### src/rtl/trap_ctrl_if.sv
// Signal bundle between WBU / pipeline CSR requester, trap_ctrl and the CSR file.
// irq_timer_i exists only when YSYX_23060251_TRAP_IRQ_EN is defined.
interface trap_ctrl_if #(
    parameter int XLEN = 32
);
    logic            req_valid_i;
    logic            req_ready_o;
    logic            is_ecall_i;
    logic            is_ebreak_i;
    logic            is_illegal_i;
    logic            is_mret_i;
    logic [XLEN-1:0] pc_i;
    logic            csr_req_i;
    logic [11:0]     csr_addr_i;
    logic [XLEN-1:0] csr_wdata_i;
    logic            csr_gnt_o;
    logic            csr_we_o;
    logic [11:0]     csr_addr_o;
    logic [XLEN-1:0] csr_wdata_o;
    logic [XLEN-1:0] csr_rdata_i;
    logic            mstatus_mie_i;
`ifdef YSYX_23060251_TRAP_IRQ_EN
    logic            irq_timer_i;
`endif
    logic            redirect_valid_o;
    logic [XLEN-1:0] redirect_pc_o;
    logic            busy_o;

    modport slave (
`ifdef YSYX_23060251_TRAP_IRQ_EN
        input  irq_timer_i,
`endif
        input  req_valid_i, is_ecall_i, is_ebreak_i, is_illegal_i, is_mret_i, pc_i,
        input  csr_req_i, csr_addr_i, csr_wdata_i, csr_rdata_i, mstatus_mie_i,
        output req_ready_o, csr_gnt_o, csr_we_o, csr_addr_o, csr_wdata_o,
        output redirect_valid_o, redirect_pc_o, busy_o
    );

    modport master (
`ifdef YSYX_23060251_TRAP_IRQ_EN
        output irq_timer_i,
`endif
        output req_valid_i, is_ecall_i, is_ebreak_i, is_illegal_i, is_mret_i, pc_i,
        output csr_req_i, csr_addr_i, csr_wdata_i, csr_rdata_i, mstatus_mie_i,
        input  req_ready_o, csr_gnt_o, csr_we_o, csr_addr_o, csr_wdata_o,
        input  redirect_valid_o, redirect_pc_o, busy_o
    );
endinterface

### src/rtl/trap_ctrl.sv
// Trap sequencer and CSR write-port arbiter between WBU and the machine CSR file.
// Define YSYX_23060251_TRAP_IRQ_EN to enable the machine timer interrupt path.
module trap_ctrl #(
    parameter int              XLEN          = 32,
    parameter logic [XLEN-1:0] CAUSE_ECALL   = XLEN'(32'd11),
    parameter logic [XLEN-1:0] CAUSE_EBREAK  = XLEN'(32'd3),
    parameter logic [XLEN-1:0] CAUSE_ILLEGAL = XLEN'(32'd2)
`ifdef YSYX_23060251_TRAP_IRQ_EN
    ,parameter logic [XLEN-1:0] CAUSE_MTI    = XLEN'(32'h80000007)
`endif
) (
    input  logic        clk_i,
    input  logic        rst_i,
    trap_ctrl_if.slave  bus
);
    localparam logic [11:0] ADDR_MSTATUS = 12'h300;
    localparam logic [11:0] ADDR_MTVEC   = 12'h305;
    localparam logic [11:0] ADDR_MEPC    = 12'h341;
    localparam logic [11:0] ADDR_MCAUSE  = 12'h342;
    localparam int MIE  = 3;
    localparam int MPIE = 7;

    typedef enum logic [2:0] {
        IDLE, SAVE_EPC, SAVE_CAUSE, UPD_STATUS, FETCH_VEC, RET_STATUS, RET_EPC
    } state_e;

    state_e          state_q, state_d;
    logic [XLEN-1:0] pc_q, pc_d, cause_q, cause_d;

    logic            exc, irq_take, trap_take, accept, seq_accept;
    logic [XLEN-1:0] trap_cause, trap_epc;

    logic            ready, busy, gnt, we, rv;
    logic [11:0]     addr;
    logic [XLEN-1:0] wdata, rpc;

    assign exc = bus.is_illegal_i | bus.is_ebreak_i | bus.is_ecall_i;

`ifdef YSYX_23060251_TRAP_IRQ_EN
    // An interrupt traps on an otherwise-clean retirement; epc points past it.
    assign irq_take   = bus.irq_timer_i & bus.mstatus_mie_i & ~exc;
    assign trap_epc   = irq_take ? bus.pc_i + XLEN'(4) : bus.pc_i;
    assign trap_cause = irq_take          ? CAUSE_MTI     :
                        bus.is_illegal_i  ? CAUSE_ILLEGAL :
                        bus.is_ebreak_i   ? CAUSE_EBREAK  : CAUSE_ECALL;
`else
    logic unused_mie;
    assign unused_mie = bus.mstatus_mie_i;
    assign irq_take   = 1'b0;
    assign trap_epc   = bus.pc_i;
    assign trap_cause = bus.is_illegal_i ? CAUSE_ILLEGAL :
                        bus.is_ebreak_i  ? CAUSE_EBREAK  : CAUSE_ECALL;
`endif

    assign trap_take  = irq_take | exc;
    assign accept     = bus.req_valid_i & (state_q == IDLE) & ~rst_i;
    assign seq_accept = accept & (trap_take | bus.is_mret_i);

    always_ff @(posedge clk_i or posedge rst_i) begin
        if (rst_i) begin
            state_q <= IDLE;
            pc_q    <= '0;
            cause_q <= '0;
        end else begin
            state_q <= state_d;
            pc_q    <= pc_d;
            cause_q <= cause_d;
        end
    end

    always_comb begin
        state_d = state_q;
        pc_d    = pc_q;
        cause_d = cause_q;
        ready   = 1'b0;
        busy    = 1'b1;
        gnt     = 1'b0;
        we      = 1'b0;
        addr    = '0;
        wdata   = '0;
        rv      = 1'b0;
        rpc     = '0;
        case (state_q)
            IDLE: begin
                ready = 1'b1;
                busy  = 1'b0;
                if (accept && trap_take) begin
                    state_d = SAVE_EPC;
                    pc_d    = trap_epc;
                    cause_d = trap_cause;
                end else if (accept && bus.is_mret_i) begin
                    state_d = RET_STATUS;
                end
                // A trap/mret taking the port this cycle makes the requester wait.
                if (bus.csr_req_i && !seq_accept) begin
                    gnt   = 1'b1;
                    we    = 1'b1;
                    addr  = bus.csr_addr_i;
                    wdata = bus.csr_wdata_i;
                end
            end
            SAVE_EPC: begin
                we      = 1'b1;
                addr    = ADDR_MEPC;
                wdata   = pc_q;
                state_d = SAVE_CAUSE;
            end
            SAVE_CAUSE: begin
                we      = 1'b1;
                addr    = ADDR_MCAUSE;
                wdata   = cause_q;
                state_d = UPD_STATUS;
            end
            UPD_STATUS: begin
                we             = 1'b1;
                addr           = ADDR_MSTATUS;
                wdata          = bus.csr_rdata_i;
                wdata[MPIE]    = bus.csr_rdata_i[MIE];
                wdata[MIE]     = 1'b0;
                wdata[12:11]   = 2'b11;
                state_d        = FETCH_VEC;
            end
            FETCH_VEC: begin
                addr    = ADDR_MTVEC;
                rv      = 1'b1;
                rpc     = {bus.csr_rdata_i[XLEN-1:2], 2'b00};
                state_d = IDLE;
            end
            RET_STATUS: begin
                we             = 1'b1;
                addr           = ADDR_MSTATUS;
                wdata          = bus.csr_rdata_i;
                wdata[MIE]     = bus.csr_rdata_i[MPIE];
                wdata[MPIE]    = 1'b1;
                wdata[12:11]   = 2'b11;
                state_d        = RET_EPC;
            end
            RET_EPC: begin
                addr    = ADDR_MEPC;
                rv      = 1'b1;
                rpc     = bus.csr_rdata_i;
                state_d = IDLE;
            end
            default: state_d = IDLE;
        endcase
        // Outputs are forced quiet for as long as reset is held.
        if (rst_i) begin
            ready = 1'b0;
            busy  = 1'b0;
            gnt   = 1'b0;
            we    = 1'b0;
            addr  = '0;
            wdata = '0;
            rv    = 1'b0;
            rpc   = '0;
        end
    end

    assign bus.req_ready_o      = ready;
    assign bus.busy_o           = busy;
    assign bus.csr_gnt_o        = gnt;
    assign bus.csr_we_o         = we;
    assign bus.csr_addr_o       = addr;
    assign bus.csr_wdata_o      = wdata;
    assign bus.redirect_valid_o = rv;
    assign bus.redirect_pc_o    = rpc;
endmodule
### src/flat_wrapper.sv
// flat-port wrapper written by rule: the top's interface ports become plain ports
module trap_ctrl_flat 
#(
    parameter int              XLEN          = 32,
    parameter logic [XLEN-1:0] CAUSE_ECALL   = XLEN'(32'd11),
    parameter logic [XLEN-1:0] CAUSE_EBREAK  = XLEN'(32'd3),
    parameter logic [XLEN-1:0] CAUSE_ILLEGAL = XLEN'(32'd2)

)
  (clk_i, rst_i, bus_req_valid_i, bus_is_ecall_i, bus_is_ebreak_i, bus_is_illegal_i, bus_is_mret_i, bus_pc_i, bus_csr_req_i, bus_csr_addr_i, bus_csr_wdata_i, bus_csr_rdata_i, bus_mstatus_mie_i, bus_req_ready_o, bus_csr_gnt_o, bus_csr_we_o, bus_csr_addr_o, bus_csr_wdata_o, bus_redirect_valid_o, bus_redirect_pc_o, bus_busy_o);
  trap_ctrl_if #(.XLEN(XLEN)) bus_i ();
  input  logic clk_i;
  input  logic rst_i;
  input wire logic [$bits(bus_i.req_valid_i)-1:0] bus_req_valid_i;
  input wire logic [$bits(bus_i.is_ecall_i)-1:0] bus_is_ecall_i;
  input wire logic [$bits(bus_i.is_ebreak_i)-1:0] bus_is_ebreak_i;
  input wire logic [$bits(bus_i.is_illegal_i)-1:0] bus_is_illegal_i;
  input wire logic [$bits(bus_i.is_mret_i)-1:0] bus_is_mret_i;
  input wire logic [$bits(bus_i.pc_i)-1:0] bus_pc_i;
  input wire logic [$bits(bus_i.csr_req_i)-1:0] bus_csr_req_i;
  input wire logic [$bits(bus_i.csr_addr_i)-1:0] bus_csr_addr_i;
  input wire logic [$bits(bus_i.csr_wdata_i)-1:0] bus_csr_wdata_i;
  input wire logic [$bits(bus_i.csr_rdata_i)-1:0] bus_csr_rdata_i;
  input wire logic [$bits(bus_i.mstatus_mie_i)-1:0] bus_mstatus_mie_i;
  output wire logic [$bits(bus_i.req_ready_o)-1:0] bus_req_ready_o;
  output wire logic [$bits(bus_i.csr_gnt_o)-1:0] bus_csr_gnt_o;
  output wire logic [$bits(bus_i.csr_we_o)-1:0] bus_csr_we_o;
  output wire logic [$bits(bus_i.csr_addr_o)-1:0] bus_csr_addr_o;
  output wire logic [$bits(bus_i.csr_wdata_o)-1:0] bus_csr_wdata_o;
  output wire logic [$bits(bus_i.redirect_valid_o)-1:0] bus_redirect_valid_o;
  output wire logic [$bits(bus_i.redirect_pc_o)-1:0] bus_redirect_pc_o;
  output wire logic [$bits(bus_i.busy_o)-1:0] bus_busy_o;
  assign bus_i.req_valid_i = bus_req_valid_i;
  assign bus_i.is_ecall_i = bus_is_ecall_i;
  assign bus_i.is_ebreak_i = bus_is_ebreak_i;
  assign bus_i.is_illegal_i = bus_is_illegal_i;
  assign bus_i.is_mret_i = bus_is_mret_i;
  assign bus_i.pc_i = bus_pc_i;
  assign bus_i.csr_req_i = bus_csr_req_i;
  assign bus_i.csr_addr_i = bus_csr_addr_i;
  assign bus_i.csr_wdata_i = bus_csr_wdata_i;
  assign bus_i.csr_rdata_i = bus_csr_rdata_i;
  assign bus_i.mstatus_mie_i = bus_mstatus_mie_i;
  assign bus_req_ready_o = bus_i.req_ready_o;
  assign bus_csr_gnt_o = bus_i.csr_gnt_o;
  assign bus_csr_we_o = bus_i.csr_we_o;
  assign bus_csr_addr_o = bus_i.csr_addr_o;
  assign bus_csr_wdata_o = bus_i.csr_wdata_o;
  assign bus_redirect_valid_o = bus_i.redirect_valid_o;
  assign bus_redirect_pc_o = bus_i.redirect_pc_o;
  assign bus_busy_o = bus_i.busy_o;
  trap_ctrl #(.XLEN(XLEN), .CAUSE_ECALL(CAUSE_ECALL), .CAUSE_EBREAK(CAUSE_EBREAK), .CAUSE_ILLEGAL(CAUSE_ILLEGAL)) u_core (.clk_i(clk_i), .rst_i(rst_i), .bus(bus_i));
endmodule
### config.mk
export PLATFORM = sky130hd
export DESIGN_NAME = trap_ctrl_flat
export DESIGN_NICKNAME = d
export VERILOG_FILES = /design/src/rtl/trap_ctrl_if.sv /design/src/rtl/trap_ctrl.sv /design/src/flat_wrapper.sv
export SDC_FILE = /design/constraint.sdc
export NUM_CORES = 1
export LEC_CHECK = 0
export CORE_MARGIN = 5
export CORE_UTILIZATION = 34
export DETAILED_ROUTE_END_ITERATION = 8
export GPL_TIMING_DRIVEN = 0
export PLACE_DENSITY = 0.76
export SLEW_MARGIN = 20
export SYNTH_ARGS = -nofsm -noshare
export SYNTH_HDL_FRONTEND = slang
export SYNTH_SLANG_ARGS = --single-unit
### constraint.sdc
create_clock -name clk_i -period 2.8 [get_ports clk_i]
set_input_delay 0.42 -clock clk_i [delete_from_list [all_inputs] [get_ports clk_i]]
set_output_delay 0.42 -clock clk_i [all_outputs]
set_load 0.01 [all_outputs]
Word level (Yosys, flattened, before mapping) --
Index checks and enable logic that the tools add are counted.
Storage, ports and cells: register bits 67, latch bits 0, bits in writable memories 0, memory bits (read-only) 0, input port bits 117, output and inout port bits 81, word-level logic and storage cells 51, memories kept 0
Cells by class: add/subtract/negate cells 0, multipliers 0, divide/modulo/power cells 0, $lt $le $gt $ge 0, eq/ne operators 7, shift operators 0, multiplexer cells 24, bitwise logic cells 7, reductions and logical operators 10
Operators by type and width (count):
- one-hot mux 32 bit (5 select lines) | 1
- 2-to-1 mux 32 bit | 4
- one-hot mux 32 bit (2 select lines) | 1
- one-hot mux 12 bit (5 select lines) | 1
- 2-to-1 mux 12 bit | 2
- one-hot mux 3 bit (5 select lines) | 1
- 2-to-1 mux 1 bit | 10
- equality test 3 bit (second input constant) | 3
- equality test 3 x 2 -> 1 bit (second input constant) | 2
- 2-to-1 mux 3 bit | 2
- OR reduction 2 bit | 3
- 2-to-1 mux 4 bit | 1
- OR reduction 4 bit | 1
- AND 1 bit | 3
- equality test 3 x 1 -> 1 bit (second input constant) | 1
- logical AND 1 bit | 3
- logical NOT 3 bit | 1
- != test 3 bit (second input constant) | 1
- OR 1 bit | 3
- one-hot mux 1 bit (2 select lines) | 1
- AND reduction 2 bit | 1
- logical NOT 1 bit | 1
- inverter 1 bit | 1

Logic depth before layout (Yosys ltp) --
Gate-level depths: netlist of the first run.
depth after elaboration 9, depth in mapped cells 7, depth with buffers taken out 4

Worst setup path after synthesis of the first run --
OpenSTA, ideal clock, no wires.
kind input to output, start input port rst_i, end output port bus_redirect_pc_o[22], data arrival time 2.216 ns, required time 2.380 ns, slack 0.164 ns, cell stages on the path 5, path buffers 2, cell sequence buf_2 > inv_1 > and3_1 > clkbuf_1 > and2_1
On the way: word-level cells in the longest chain between the ends 1
RTL lines:
- from (decl) | RTL line flat_wrapper.sv:13 | input logic rst_i;
- 2-to-1 mux 32 bit | RTL line trap_ctrl.sv:147 | if (rst_i) begin
- to (decl) | RTL line flat_wrapper.sv:31 | output wire logic [$bits(bus_i.redirect_pc_o)-1:0] bus_redirect_pc_o;
Every way passes these cells.

Worst setup path in the final report of the first run --
start register u_core.state_q[2], end output port bus_csr_wdata_o[11]
On the way: word-level cells in the longest chain between the ends 9, elaborated cells on any way between the ends 13, classes of those cells 4 x eq/ne; 3 x mux; 3 x bitwise; 3 x reduce/logical
RTL lines:
- from (decl) | RTL line trap_ctrl.sv:27 | state_e state_q, state_d;
- from (signal assigned) | RTL line trap_ctrl.sv:65 | state_q <= state_d;
- logical NOT 3 bit | RTL line trap_ctrl.sv:56, trap_ctrl.sv:83
- AND 1 bit (2 in series) | RTL line trap_ctrl.sv:56 | assign accept = bus.req_valid_i & (state_q == IDLE) & ~rst_i;
- AND 1 bit | RTL line trap_ctrl.sv:57 | assign seq_accept = accept & (trap_take | bus.is_mret_i);
- logical NOT 1 bit | RTL line trap_ctrl.sv:95 | if (bus.csr_req_i && !seq_accept) begin
- logical AND 1 bit | RTL line trap_ctrl.sv:95
- 2-to-1 mux 32 bit | RTL line trap_ctrl.sv:95
- one-hot mux 32 bit (5 select lines) * | RTL line trap_ctrl.sv:83 | case (state_q)
- 2-to-1 mux 32 bit * | RTL line trap_ctrl.sv:147
- to (decl) | RTL line flat_wrapper.sv:29 | output wire logic [$bits(bus_i.csr_wdata_o)-1:0] bus_csr_wdata_o;
Mark *: on every way between the ends. The rest lies on a longest branch, timed or not.

==> impl_metrics.toml, run 1 <==
[outcome]
outcome = "finished clean"

[power_and_ir_drop]
vdd_drop_max_mv = 0.360
switching_share_pct = 37.1
power.switching_mw = 1.52
power_density_mw_per_mm2 = 734
power.share.clock_pct = 14.1
power_leakage_nw = 2.51
sequentialPowerShare_pct = 24.0
combPwrFrac_pct = 62.0
internal-power_mw = 2.57

[worst_setup_path]
critPathLaunchType = "flop"
cp-end-kind = "output port"
cpMaxStageDelayCell = "clkdlybuf4s50_1"
crit_family = "buffers and inverters"
cp_data_arrival_time_ps = 2340
path_max_fanout = 10
critPathBufInv = 4
worst_path_largest_cell_delay_ps = 570
required_ps = 2380
worstSetupPathType = "reg -> out"
crit_chain = "clkbuf_2, buf_2, clkbuf_4, o31ai_1, a21oi_1, clkdlybuf4s50_1"

[placement]
hpwl_mm = 9.37
gp_congestion = 0.849
placed_cells = 613
io_buffers = 195

[layout]
diodes = 0
fin_nets = 635
fillers = 823
layout-drive-gt1-share_pct = 17.5
final_core_util_pct = 61.1
fin_cells = 630
area_growth_pct = 78.3
layout_commonest_cell = "clkdlybuf4s50_1"
most-common-layout-cells = "clkdlybuf4s50_1 (156), dfrtp_1 (38), and2_1 (36)"

[logic_synthesis]
async_flop_share_pct = 100
avgSynthCellArea_um2 = 10.2
yosys.area.top_type = "dfrtp_1"
synth_top_flop_cell = "dfrtp_1"
synth_edf_count = 0
synth_top_area_share_pct = 30.4
synth.cell_area_mm2 = 0.00312
syn-num-nets = 423
ys_seq_elements = 38
syn-instance-count = 306
synth_cell_types = 52
ys_seq_area_share_pct = 30.4
synthTopCellsByArea = "dfrtp_1 (30%), mux2_4 (9.6%), mux2i_1 (8.3%), a22o_1 (7.6%), and2_1 (7.2%)"
synth_warnings = 0

[routing]
routed_wl_mm = 12.2
num_vias = 3386
post-route-drc-count = 0
viasPerCell = 5.37
wl_per_cell_um = 19.4
first_iter_violations = 122
ant_nets = 0
first_pass_iters = 4

[timing]
worst_pin_slew_ps = 463
layout_worst_path_cycle_share_pct = 98.4
drv_slew = 0
period_needed_ps = 2760
finalHoldViolCount = 0
maxSlewHeadroom_pct = 69.0
fmax_mhz = 363
skew_ps = 9.13
rsz0062_at_grt = "true"
setup_viol = 0

[die]
die_h_um = 106
die_w_um = 106
pin_count = 198
dieArea_mm2 = 0.0112
initial_core_util_pct = 34.3
rows = 35
core_mm2 = 0.00911

[global_routing]
grt_pass1_vias = 3611
antenna_found_initial = 1
grtUsageTotal_pct = 21.1
grt_overflow_total = 0
grt_pass1_wl_mm = 19.0
grt_max_degree = 26

[run]
drv_cap = 0

[clock_network]
clkLatencyLatePin_ps = 290
path_clk_slew_ps = 80
cts_inserted_buffers = 5
h-tree-depth = 2
max-clock-path-buffers = 2
cts_tree = "built"
ctsHoldBuffers = 0
cts_root_buf = "clkbuf_8"
clock-sinks = 38

[min_path]
hold_path_class = "in -> async"
## registers in the layout (all words and copies together) (netlist names)
name / flops
u_core.pc_q: 32
u_core.cause_q: 3
u_core.state_q: 3
## Yosys cell counts, drive strengths merged (3+ instances only)
cell type / count
a21oi: 15
buf: 18
inv: 4
o2bb2ai: 25
nand3: 4
nor4b: 4
a22o: 27
dfrtp: 38
mux2i: 26
o211ai: 5
and3: 4
o2111ai: 5
nor2: 4
mux2: 35
a211oi: 3
clkbuf: 15
and2: 36
## layout make-up
cell class | instances | area [µm²] | area share (%)
repair buffers | 205 | 2040 | 36.7
multi-input cells | 229 | 2020 | 36.3
flip-flops and latches | 38 | 951 | 17.1
plain buffers | 33 | 244 | 4.38
well taps | 111 | 139 | 2.49
clock buffers | 6 | 82.6 | 1.48
clock inverters | 2 | 60.1 | 1.08
inverters | 6 | 28.8 | 0.517
## power groups by stage
stage,Combinational (mW),Sequential (mW),Clock [mW]
global route,2.73,1.01,0.618
finish,2.53,0.980,0.575
floorplan,1.57,0.927,0
detailed placement,2.50,0.976,0
global placement,2.46,0.972,0
CTS,2.52,0.976,0.588
## path summary, 6_finish.rpt
kind	start	endpoint	slack, ps	cells past startpoint
worst max-delay path	u_core.state_q[2]	bus_csr_wdata_o[11]	40	6
worst min-delay path	rst_i	u_core.pc_q[27]	120	2
worst max register to register	u_core.state_q[2]	u_core.pc_q[4]	810	6
worst min register to register	u_core.cause_q[1]	u_core.cause_q[1]	470	1
max in group asynchronous	rst_i	u_core.state_q[1]	2310	3
min in group clk_i	u_core.cause_q[1]	u_core.cause_q[1]	470	1
## through the flow
step	area, µm²	setup TNS, ps	power, mW	hold WS [ps]	setup WS (ps)
final	5570	0	4.09	124	43.5
after global routing	5570	-292	4.36	121	-76.5
after CTS	5500	-91.7	4.09	139	-53.7
after detailed placement	5230	-24710	3.48	449	-484
after global placement	5210	-49570	3.43	445	-1040
after floorplan	3120	0	2.50	430	164
## cells by family after synthesis
family	after synthesis	share of synthesized area (%)
flops	38	30.4
compound gates	94	23.8
xor+xnor	1	0.280
mux	61	23.4
simple gates	73	15.4
buf+inv	39	6.77
## layer usage
layer,wire length [µm],global-route usage [%],vias to the layer above
met1,4940,25.6,1599
met3,944,6.49,27
met5,13,0,-
met2,5970,35.6,162
li1,-,-,1596
met4,331,6.48,2
## timing repair
item | CTS | global route
hold endpoints to repair | 0 | 0
buffers inserted | 5 | 1
endpoints found under the setup margin | 77 | 48
resized for setup | 66 | 27
cloned | 2 | 1
pin swaps | 2 | 2
No activity file was read; power rests on OpenSTA's default activity.
==> inputs of run 2 (changes only) <==
--- a/config.mk
+++ b/config.mk
@@ -10,6 +10,7 @@
 export DETAILED_ROUTE_END_ITERATION = 8
 export GPL_TIMING_DRIVEN = 0
 export PLACE_DENSITY = 0.76
+export REMOVE_ABC_BUFFERS = 1
 export SLEW_MARGIN = 20
 export SYNTH_ARGS = -nofsm -noshare
 export SYNTH_HDL_FRONTEND = slang
==> run 2 against run 1 <==
Net effect: clock power shrank 38%; design area grew 0.76%; maximum frequency shrank 0.45%; routed wire length grew 6.8%; sequential power grew 6%; die area is the same; global-route usage grew 0.19 points; final cell count shrank 0.79%; combinational power grew 6%; first-iteration DRC count shrank 7.4%; via count grew 1.4%.
==> impl_metrics.toml, run 2 (synthesized netlist as in run 1, its figures left out) <==
[die]
initial_core_util_pct = 34.3
dieArea_mm2 = 0.0112
die_h_um = 106
core_mm2 = 0.00911
die_w_um = 106
pin_count = 198
rows = 35

[layout]
largestRegisters = "u_core.pc_q: 32 flops, u_core.cause_q: 3 flops, u_core.state_q: 3 flops"
most-common-layout-cells = "clkdlybuf4s50_1 (156), and2_1 (36), dfrtp_1 (35)"
largest_reg_flops = 32
layout_commonest_cell = "clkdlybuf4s50_1"
max_flop_register = "u_core.pc_q"
area_growth_pct = 79.6
fin_nets = 630
fillers = 786
layout-drive-gt1-share_pct = 18.1

[routing]
first_iter_violations = 113
first_pass_iters = 4
num_vias = 3433
viasPerCell = 5.49
routed_wl_mm = 13.0
post-route-drc-count = 0
ant_nets = 0
wl_per_cell_um = 20.8

[timing]
rsz0062_at_grt = "true"
fmax_mhz = 361
whs_ps = 347
tns_ps = 0
setup_viol = 0
layout_worst_path_cycle_share_pct = 98.9
maxSlewHeadroom_pct = 41.4
worst_pin_slew_ps = 878
skew_ps = 7.67
period_needed_ps = 2770
finalHoldViolCount = 0
drv_slew = 0

[placement]
hpwl_mm = 7.79
gp_congestion = 0.776
io_buffers = 196

[worst_setup_path]
path_max_fanout = 9
r2r_cells = 7
required_ps = 2380
cp-end-kind = "output port"
r2r-end = "u_core.pc_q[3]"
cp_data_arrival_time_ps = 2350
worstSetupPathType = "in -> out"
r2r_setup_slack_ps = 150
r2r_start = "u_core.state_q[2]"
critPathLaunchType = "input port"

[clock_network]
cts_tree = "built"
path_clk_slew_ps = 70
clock-sinks = 38
max-clock-path-buffers = 2
cts_inserted_buffers = 5
ctsHoldBuffers = 0
clkLatencyLatePin_ps = 290
cts_root_buf = "clkbuf_8"
h-tree-depth = 2

[power_and_ir_drop]
power_leakage_nw = 2.39
vdd_drop_max_mv = 0.261
power_density_mw_per_mm2 = 728

[global_routing]
antenna_found_initial = 0
grt_pass1_wl_mm = 18.9
grt_overflow_total = 0
grt_pass1_vias = 3509
grtUsageTotal_pct = 21.3
grt_max_degree = 37

[run]
drv_cap = 0

[min_path]
hold_path_class = "in -> async"

[outcome]
outcome = "finished clean"
==> run 2: changes by cell type in the layout (fill, tap and decap cells not counted), sizes merged, moves of 2 or more <==
cell,delta
buf,+7
bufinv,-2
clkbuf,-15
clkdlybuf4s15,-2
dlygate4sd2,+8
dlymetal6s2s,-9
o211a,+4
==> run 2: worst max-delay path: stages <==
cell and delay, ps:
clkdlybuf4s50_1 530, nor4_4 290, buf_6 210, o2111ai_1 150, a21oi_1 210, clkdlybuf4s50_1 550
==> run 2: worst max path at each step <==
stage,from,end,slack [ps],depth (start not counted)
4_1_cts,rst_i,bus_redirect_pc_o[1],2,6
3_5_place_dp,rst_i,bus_redirect_pc_o[1],-1080,6
5_1_grt,bus_is_illegal_i,bus_csr_wdata_o[0],-10,6
2_1_floorplan,u_core.state_q[1],u_core.pc_q[27],-740,4
3_3_place_gp,u_core.state_q[1],bus_csr_wdata_o[18],-1830,4
6_report,bus_is_ecall_i,bus_csr_wdata_o[0],30,6
==> run 2: what timing repair did <==
action,CTS,global route
resized for setup,78,9
buffers inserted,16,8
gates cloned,6,3
pin swaps,3,2
setup endpoints to repair,80,50
==> run 2: metal layers <==
layer	vias to the layer above	global-route usage [%]	wire, µm
met4	0	6.38	197
met2	138	38.1	6650
met3	17	3.86	795
li1	1601	-	-
met5	-	0	0
met1	1677	25.8	5380
==> run 2: stage by stage <==
stage / utilization (%) / cell area [µm²] / setup slack [ps] / power, mW / std cells
floorplan: - / 2940 / -743 / 2.41 / 273
CTS: 60.0 / 5470 / 1.88 / 3.91 / 613
global placement: 55.3 / 5040 / -1830 / 3.32 / 580
global route: 61.6 / 5610 / -9.70 / 4.34 / 624
finish: 61.6 / 5610 / 31.1 / 4.08 / 625
detailed placement: 56.5 / 5150 / -1080 / 3.38 / 584
==> run 2: cell type report <==
type / instances / area (µm²) / area share [%]
Timing Repair Buffer: 226 / 2250 / 40.1
Antenna cell: 1 / 2.50 / 0.0446
Sequential cell: 38 / 960 / 17.1
Timing Repair inverter: 1 / 3.75 / 0.0669
Clock buffer: 7 / 76.3 / 1.36
Inverter: 6 / 41.3 / 0.736
Tap cell: 111 / 139 / 2.48
Multi-Input combinational cell: 235 / 2140 / 38.1
==> run 2: report_power, final <==
group	total (mW)	leakage (nW)	switching [mW]	internal (mW)
logic	2.69	1.91	1.21	1.47
registers	1.04	0.448	0.212	0.829
clock network	0.358	0.0383	0.186	0.172
total	4.08	2.39	1.61	2.47
